$ cat src/rtl/song_reader_if.sv
// Signal bundle between the song reader and its environment (mcu, song ROM,
// note player). The slave modport is the reader; master is the environment.
interface song_reader_if #(
    parameter int NOTES_PER_SONG = 32,
    parameter int NOTE_W         = 6
);
    localparam int ADDR_W = 2 + $clog2(NOTES_PER_SONG);

    logic                play;
    logic [1:0]          song;
    logic                note_done;
    logic [ADDR_W-1:0]   rom_addr;
    logic [2*NOTE_W-1:0] rom_data;
    logic [NOTE_W-1:0]   note;
    logic [NOTE_W-1:0]   duration;
    logic                new_note;
    logic                song_done;

    modport master (
        output play, song, note_done, rom_data,
        input  rom_addr, note, duration, new_note, song_done
    );

    modport slave (
        input  play, song, note_done, rom_data,
        output rom_addr, note, duration, new_note, song_done
    );
endinterface

$ cat src/rtl/song_reader.sv
// Song reader: walks one song in an external synchronous ROM, announces each
// note to the player with a one-cycle strobe, and flags the end of the song.
module song_reader #(
    parameter int NOTES_PER_SONG = 32,
    parameter int NOTE_W         = 6
) (
    input  logic         clk,
    input  logic         reset,
    song_reader_if.slave bus
);
    localparam int               IDX_W    = $clog2(NOTES_PER_SONG);
    localparam logic [IDX_W-1:0] LAST_IDX = IDX_W'(NOTES_PER_SONG - 1);

    typedef enum logic [2:0] {
        S_IDLE,
        S_FETCH,
        S_LOAD,
        S_ANNOUNCE,
        S_PLAYING,
        S_DONE,
        S_HALT
    } state_t;

    state_t            state_q, state_d;
    logic [1:0]        cur_song_q, cur_song_d;
    logic [IDX_W-1:0]  idx_q, idx_d;
    logic [NOTE_W-1:0] note_q, note_d;
    logic [NOTE_W-1:0] duration_q, duration_d;

    logic [NOTE_W-1:0] rom_note;
    logic [NOTE_W-1:0] rom_dur;

    assign rom_note = bus.rom_data[2*NOTE_W-1:NOTE_W];
    assign rom_dur  = bus.rom_data[NOTE_W-1:0];

    // NOTE: every signal written here gets its hold value first, so no path
    // through the case leaves it unassigned and infers a latch.
    always_comb begin
        state_d    = state_q;
        cur_song_d = cur_song_q;
        idx_d      = idx_q;
        note_d     = note_q;
        duration_d = duration_q;

        case (state_q)
            S_IDLE: begin
                cur_song_d = bus.song;
                idx_d      = '0;
                if (bus.play) state_d = S_FETCH;
            end
            S_FETCH: begin
                if (bus.play) state_d = S_LOAD;
            end
            S_LOAD: begin
                // A zero duration marks the end of a short song.
                if (rom_dur == '0) begin
                    state_d = S_DONE;
                end else begin
                    note_d     = rom_note;
                    duration_d = rom_dur;
                    state_d    = S_ANNOUNCE;
                end
            end
            S_ANNOUNCE: state_d = S_PLAYING;
            S_PLAYING: begin
                if (bus.note_done && bus.play) begin
                    if (idx_q == LAST_IDX) begin
                        state_d = S_DONE;
                    end else begin
                        idx_d   = idx_q + 1'b1;
                        state_d = S_FETCH;
                    end
                end
            end
            S_DONE:  state_d = S_HALT;
            S_HALT:  state_d = S_HALT;
            default: state_d = S_IDLE;
        endcase
    end

    // NOTE: registers use non-blocking assignments so every flop samples the
    // pre-edge values, independent of statement order.
    always_ff @(posedge clk) begin
        if (reset) begin
            state_q    <= S_IDLE;
            cur_song_q <= '0;
            idx_q      <= '0;
            note_q     <= '0;
            duration_q <= '0;
        end else begin
            state_q    <= state_d;
            cur_song_q <= cur_song_d;
            idx_q      <= idx_d;
            note_q     <= note_d;
            duration_q <= duration_d;
        end
    end

    assign bus.rom_addr  = {cur_song_q, idx_q};
    assign bus.note      = note_q;
    assign bus.duration  = duration_q;
    assign bus.new_note  = (state_q == S_ANNOUNCE);
    assign bus.song_done = (state_q == S_DONE);
endmodule

$ cat src/flat_wrapper.sv
// flat-port wrapper written by rule: the top's interface ports become plain ports
module song_reader_flat 
#(
    parameter int NOTES_PER_SONG = 32,
    parameter int NOTE_W         = 6
)
  (clk, reset, bus_play, bus_song, bus_note_done, bus_rom_data, bus_rom_addr, bus_note, bus_duration, bus_new_note, bus_song_done);
  song_reader_if #(.NOTES_PER_SONG(NOTES_PER_SONG), .NOTE_W(NOTE_W)) bus_i ();
  input  logic clk;
  input  logic reset;
  input wire logic [$bits(bus_i.play)-1:0] bus_play;
  input wire logic [$bits(bus_i.song)-1:0] bus_song;
  input wire logic [$bits(bus_i.note_done)-1:0] bus_note_done;
  input wire logic [$bits(bus_i.rom_data)-1:0] bus_rom_data;
  output wire logic [$bits(bus_i.rom_addr)-1:0] bus_rom_addr;
  output wire logic [$bits(bus_i.note)-1:0] bus_note;
  output wire logic [$bits(bus_i.duration)-1:0] bus_duration;
  output wire logic [$bits(bus_i.new_note)-1:0] bus_new_note;
  output wire logic [$bits(bus_i.song_done)-1:0] bus_song_done;
  assign bus_i.play = bus_play;
  assign bus_i.song = bus_song;
  assign bus_i.note_done = bus_note_done;
  assign bus_i.rom_data = bus_rom_data;
  assign bus_rom_addr = bus_i.rom_addr;
  assign bus_note = bus_i.note;
  assign bus_duration = bus_i.duration;
  assign bus_new_note = bus_i.new_note;
  assign bus_song_done = bus_i.song_done;
  song_reader #(.NOTES_PER_SONG(NOTES_PER_SONG), .NOTE_W(NOTE_W)) u_core (.clk(clk), .reset(reset), .bus(bus_i));
endmodule
$ cat config.mk
export PLATFORM = sky130hd
export DESIGN_NAME = song_reader_flat
export DESIGN_NICKNAME = d
export VERILOG_FILES = /design/src/rtl/song_reader_if.sv /design/src/rtl/song_reader.sv /design/src/flat_wrapper.sv
export SDC_FILE = /design/constraint.sdc
export NUM_CORES = 1
export LEC_CHECK = 0
export CAP_MARGIN = 0
export CORE_MARGIN = 2
export CORE_UTILIZATION = 50
export CTS_CLUSTER_DIAMETER = 150
export CTS_CLUSTER_SIZE = 12
export DETAILED_ROUTE_END_ITERATION = 6
export DONT_BUFFER_PORTS = 1
export HOLD_SLACK_MARGIN = 0.02
export PLACE_DENSITY_LB_ADDON = 0.2
export SLEW_MARGIN = 20
export SYNTH_ARGS = -nofsm -noshare
export SYNTH_HDL_FRONTEND = slang
export SYNTH_SLANG_ARGS = --single-unit
$ cat constraint.sdc
create_clock -name clk -period 1.75 [get_ports clk]
set_input_delay 0.175 -clock clk [delete_from_list [all_inputs] [get_ports clk]]
set_output_delay 0.175 -clock clk [all_outputs]
set_load 0.01 [all_outputs]
==> flow_summary.yaml <==
cells_and_area:
  final_cell_area_mm2: 0.00118
  drive_gt1_frac: 0.198
  syn2layout_area_growth_pct: 14.9
  diodes: 0
  nNetsFinal: 147
grt:
  antenna_found_initial: 0
  grt_pass1_wl_um: 3770
  grt_max_degree: 23
  grt_overflow: 0
  grt_pass1_vias: 843
  grt_use_total: 0.196
clock_network:
  ctsLongestPathBuffers: 2
  cts-root-buf: "clkbuf_4"
  cts_tree: "done"
  clock_latency_ps: 300
  clkSlewWorstSetupHoldPaths_ps: 130
  holdBufCountCts: 2
  htreeDepth: 1
  postCtsSetupBuffers: 0
  numCtsBuffers: 3
  cts_sinks: 22
place:
  hpwlAfterDp_um: 1700
  place_congestion: 0.798
  placed_area_mm2: 0.00110
  port_buffers: 0
  place_ws_ps: -78.1
timing:
  hold_ws_ps: -81.1
  drv_slew: 0
  period_share: 1.03
  setup_ws_ps: -56.8
  slew_headroom: 0.738
  fin_crit_ps: 1810
  fmax_ghz: 0.553
  hold_violations: 17
  setup_violations: 1
  tightest_slew_ps: 390
  rsz0062_at_grt: "yes"
  skew_ps: 14.6
  setup_tns_ps: -56.8
power:
  sw_frac_of_total: 0.266
  power.density_mw_per_mm2: 774
  p_switching_uw: 244
  clock_power_share: 0.261
  seqPwrFrac: 0.600
  ir_drop_mv: 0.551
  p_leak_uw: 0.000416
  p_int_uw: 673
  pwr-share-comb: 0.140
synthesis:
  syn_area_mm2: 0.00103
  synth_compound_area_frac: 0.147
  syn_nets: 138
  ys_warn_count: 0
  synth_commonest_cells: "dfxtp_1, nor2_1, mux2i_1"
  synth_mux_area_frac: 0.0971
  synth_ff_type: "dfxtp_1"
  synth_enable_flop_cells: 0
  yosysTopAreaCell: "dfxtp_1"
  synth_cell_type_count: 37
  synthTopCellsByArea: "dfxtp_1, mux2i_1, nor2_1"
  synth_top_family_by_area: "simple AND/OR/NAND/NOR gates"
  synth-seq-cells: 22
  synthCells: 118
  yosysSeqAreaShare: 0.427
  synth.most_common_cell: "dfxtp_1"
  synth_xor_area_frac: 0
  async_flop_share: 0
  syn-mean-instance-area_um2: 8.74
  netlist.area_leader.share: 0.427
  synth_adder_area_share: 0.0243
  synthSimpleGateAreaFrac: 0.252
setup_path:
  path_class: "reg -> reg"
  startpoint_type: "flop"
  path_max_fanout: 3
  end_kind: "flop"
  required_ps: 1990
  worst_ep_arrival_time_ps: 2050
detailed_routing:
  drc: 0
  finalWirelength_um: 2320
  wire_per_inst_um: 15.2
  via_count: 866
  ant_nets: 0
  drtIter0Drc: 17
  avgViaCountPerCell: 5.66
  drtPass1Iterations: 4
floorplan:
  dieArea_mm2: 0.00244
  die_y_um: 49.4
  start_util: 0.526
  rows: 16
  core_mm2: 0.00196
  ios: 39
  fp.dieW_um: 49.4
worst_hold_path:
  hp-class: "in -> reg"
status:
  status: "finished with violations"
  violations: "negative hold slack, negative setup slack"
job:
  maxCapViolCount: 0
==> final timing paths <==
| check | depth (start not counted) | end | slack, ps | startpoint |
|---|---|---|---|---|
| max reg2reg | 7 | u_core.idx_q[3]$_SDFFE_PP0P_ | -60 | u_core.idx_q[0]$_SDFFE_PP0P_ |
| min reg2reg | 2 | u_core.bus.duration[1]$_SDFFE_PP0P_ | 530 | u_core.bus.duration[1]$_SDFFE_PP0P_ |
| max | 7 | u_core.idx_q[3]$_SDFFE_PP0P_ | -60 | u_core.idx_q[0]$_SDFFE_PP0P_ |
| min | 1 | u_core.bus.duration[1]$_SDFFE_PP0P_ | -80 | reset |
==> timing repair <==
| action | in CTS | in global routing |
|---|---|---|
| resized for setup | 3 | 7 |
| hold endpoints to repair | 19 | 17 |
| endpoints found under the setup margin | 2 | 5 |
| gates cloned | 0 | 0 |
| pin swaps | 2 | 1 |
==> placed cells by master, fill, tap and decap left out, types with 2 or more instances in the layout <==
| cell type | n |
|---|---|
| a21oi_1 | 8 |
| a31oi_1 | 2 |
| buf_4 | 9 |
| clkbuf_4 | 3 |
| dfxtp_1 | 19 |
| dfxtp_2 | 2 |
| dlygate4sd3_1 | 2 |
| ha_4 | 2 |
| inv_1 | 2 |
| mux2i_1 | 10 |
| nand2_1 | 9 |
| nand2b_1 | 4 |
| nand3_1 | 2 |
| nand3b_1 | 2 |
| nor2_1 | 17 |
| o21ai_0 | 5 |
| o32ai_1 | 2 |
| or4_1 | 2 |
==> metal layers <==
metal  track usage  vias up  wire (um)
li1              -      433          -
met3        0.0552        0        128
met5             0        -          0
met1         0.224      413        953
met2         0.360       20       1240
met4        0.0417        0          0
==> area by class of cell <==
class,count,area (um^2)
multi-input cells,87,583
clock buffers,4,26.3
fillers,200,777
inverters,2,7.51
flip-flops and latches,22,447
well taps,27,33.8
repair buffers,11,87.6
==> flip-flops by register name, summed over array words and instances (netlist names) <==
| register | flops |
|---|---|
| u_core.bus.note | 6 |
| u_core.bus.duration | 6 |
| u_core.idx_q | 5 |
| u_core.state_q | 3 |
| u_core.cur_song_q | 2 |
==> stage by stage <==
stage | std cells | total power (uW) | utilization
floorplan | 118 | 665 | -
finish | 153 | 917 | 0.604
global route | 153 | 954 | 0.604
CTS | 153 | 906 | 0.595
global placement | 147 | 668 | 0.559
detailed placement | 147 | 674 | 0.559
==> worst max-delay path, cell delays in order (launching register included) <==
cell and delay, ps:
dfxtp_4 380, ha_4 150, and3_4 180, ha_4 150
and3b_2 240, nand4_1 100, or4_1 410, a31oi_1 140
==> power groups by stage <==
stage,Combinational [uW],Sequential [uW],Clock [uW]
floorplan,115,550,0
global placement,109,559,0
detailed placement,114,560,0
CTS,120,549,236
global route,142,553,259
finish,128,550,239
==> kinds of logic after synthesis <==
kind of cell,after synthesis
AO/OA/AOI/OAI,24
buffers and inverters,9
adder cells (fa/ha/maj),2
multiplexers,10
flip-flops,22
AND/OR/NAND/NOR,51
Note: power is estimated with default switching activity, not from simulation.
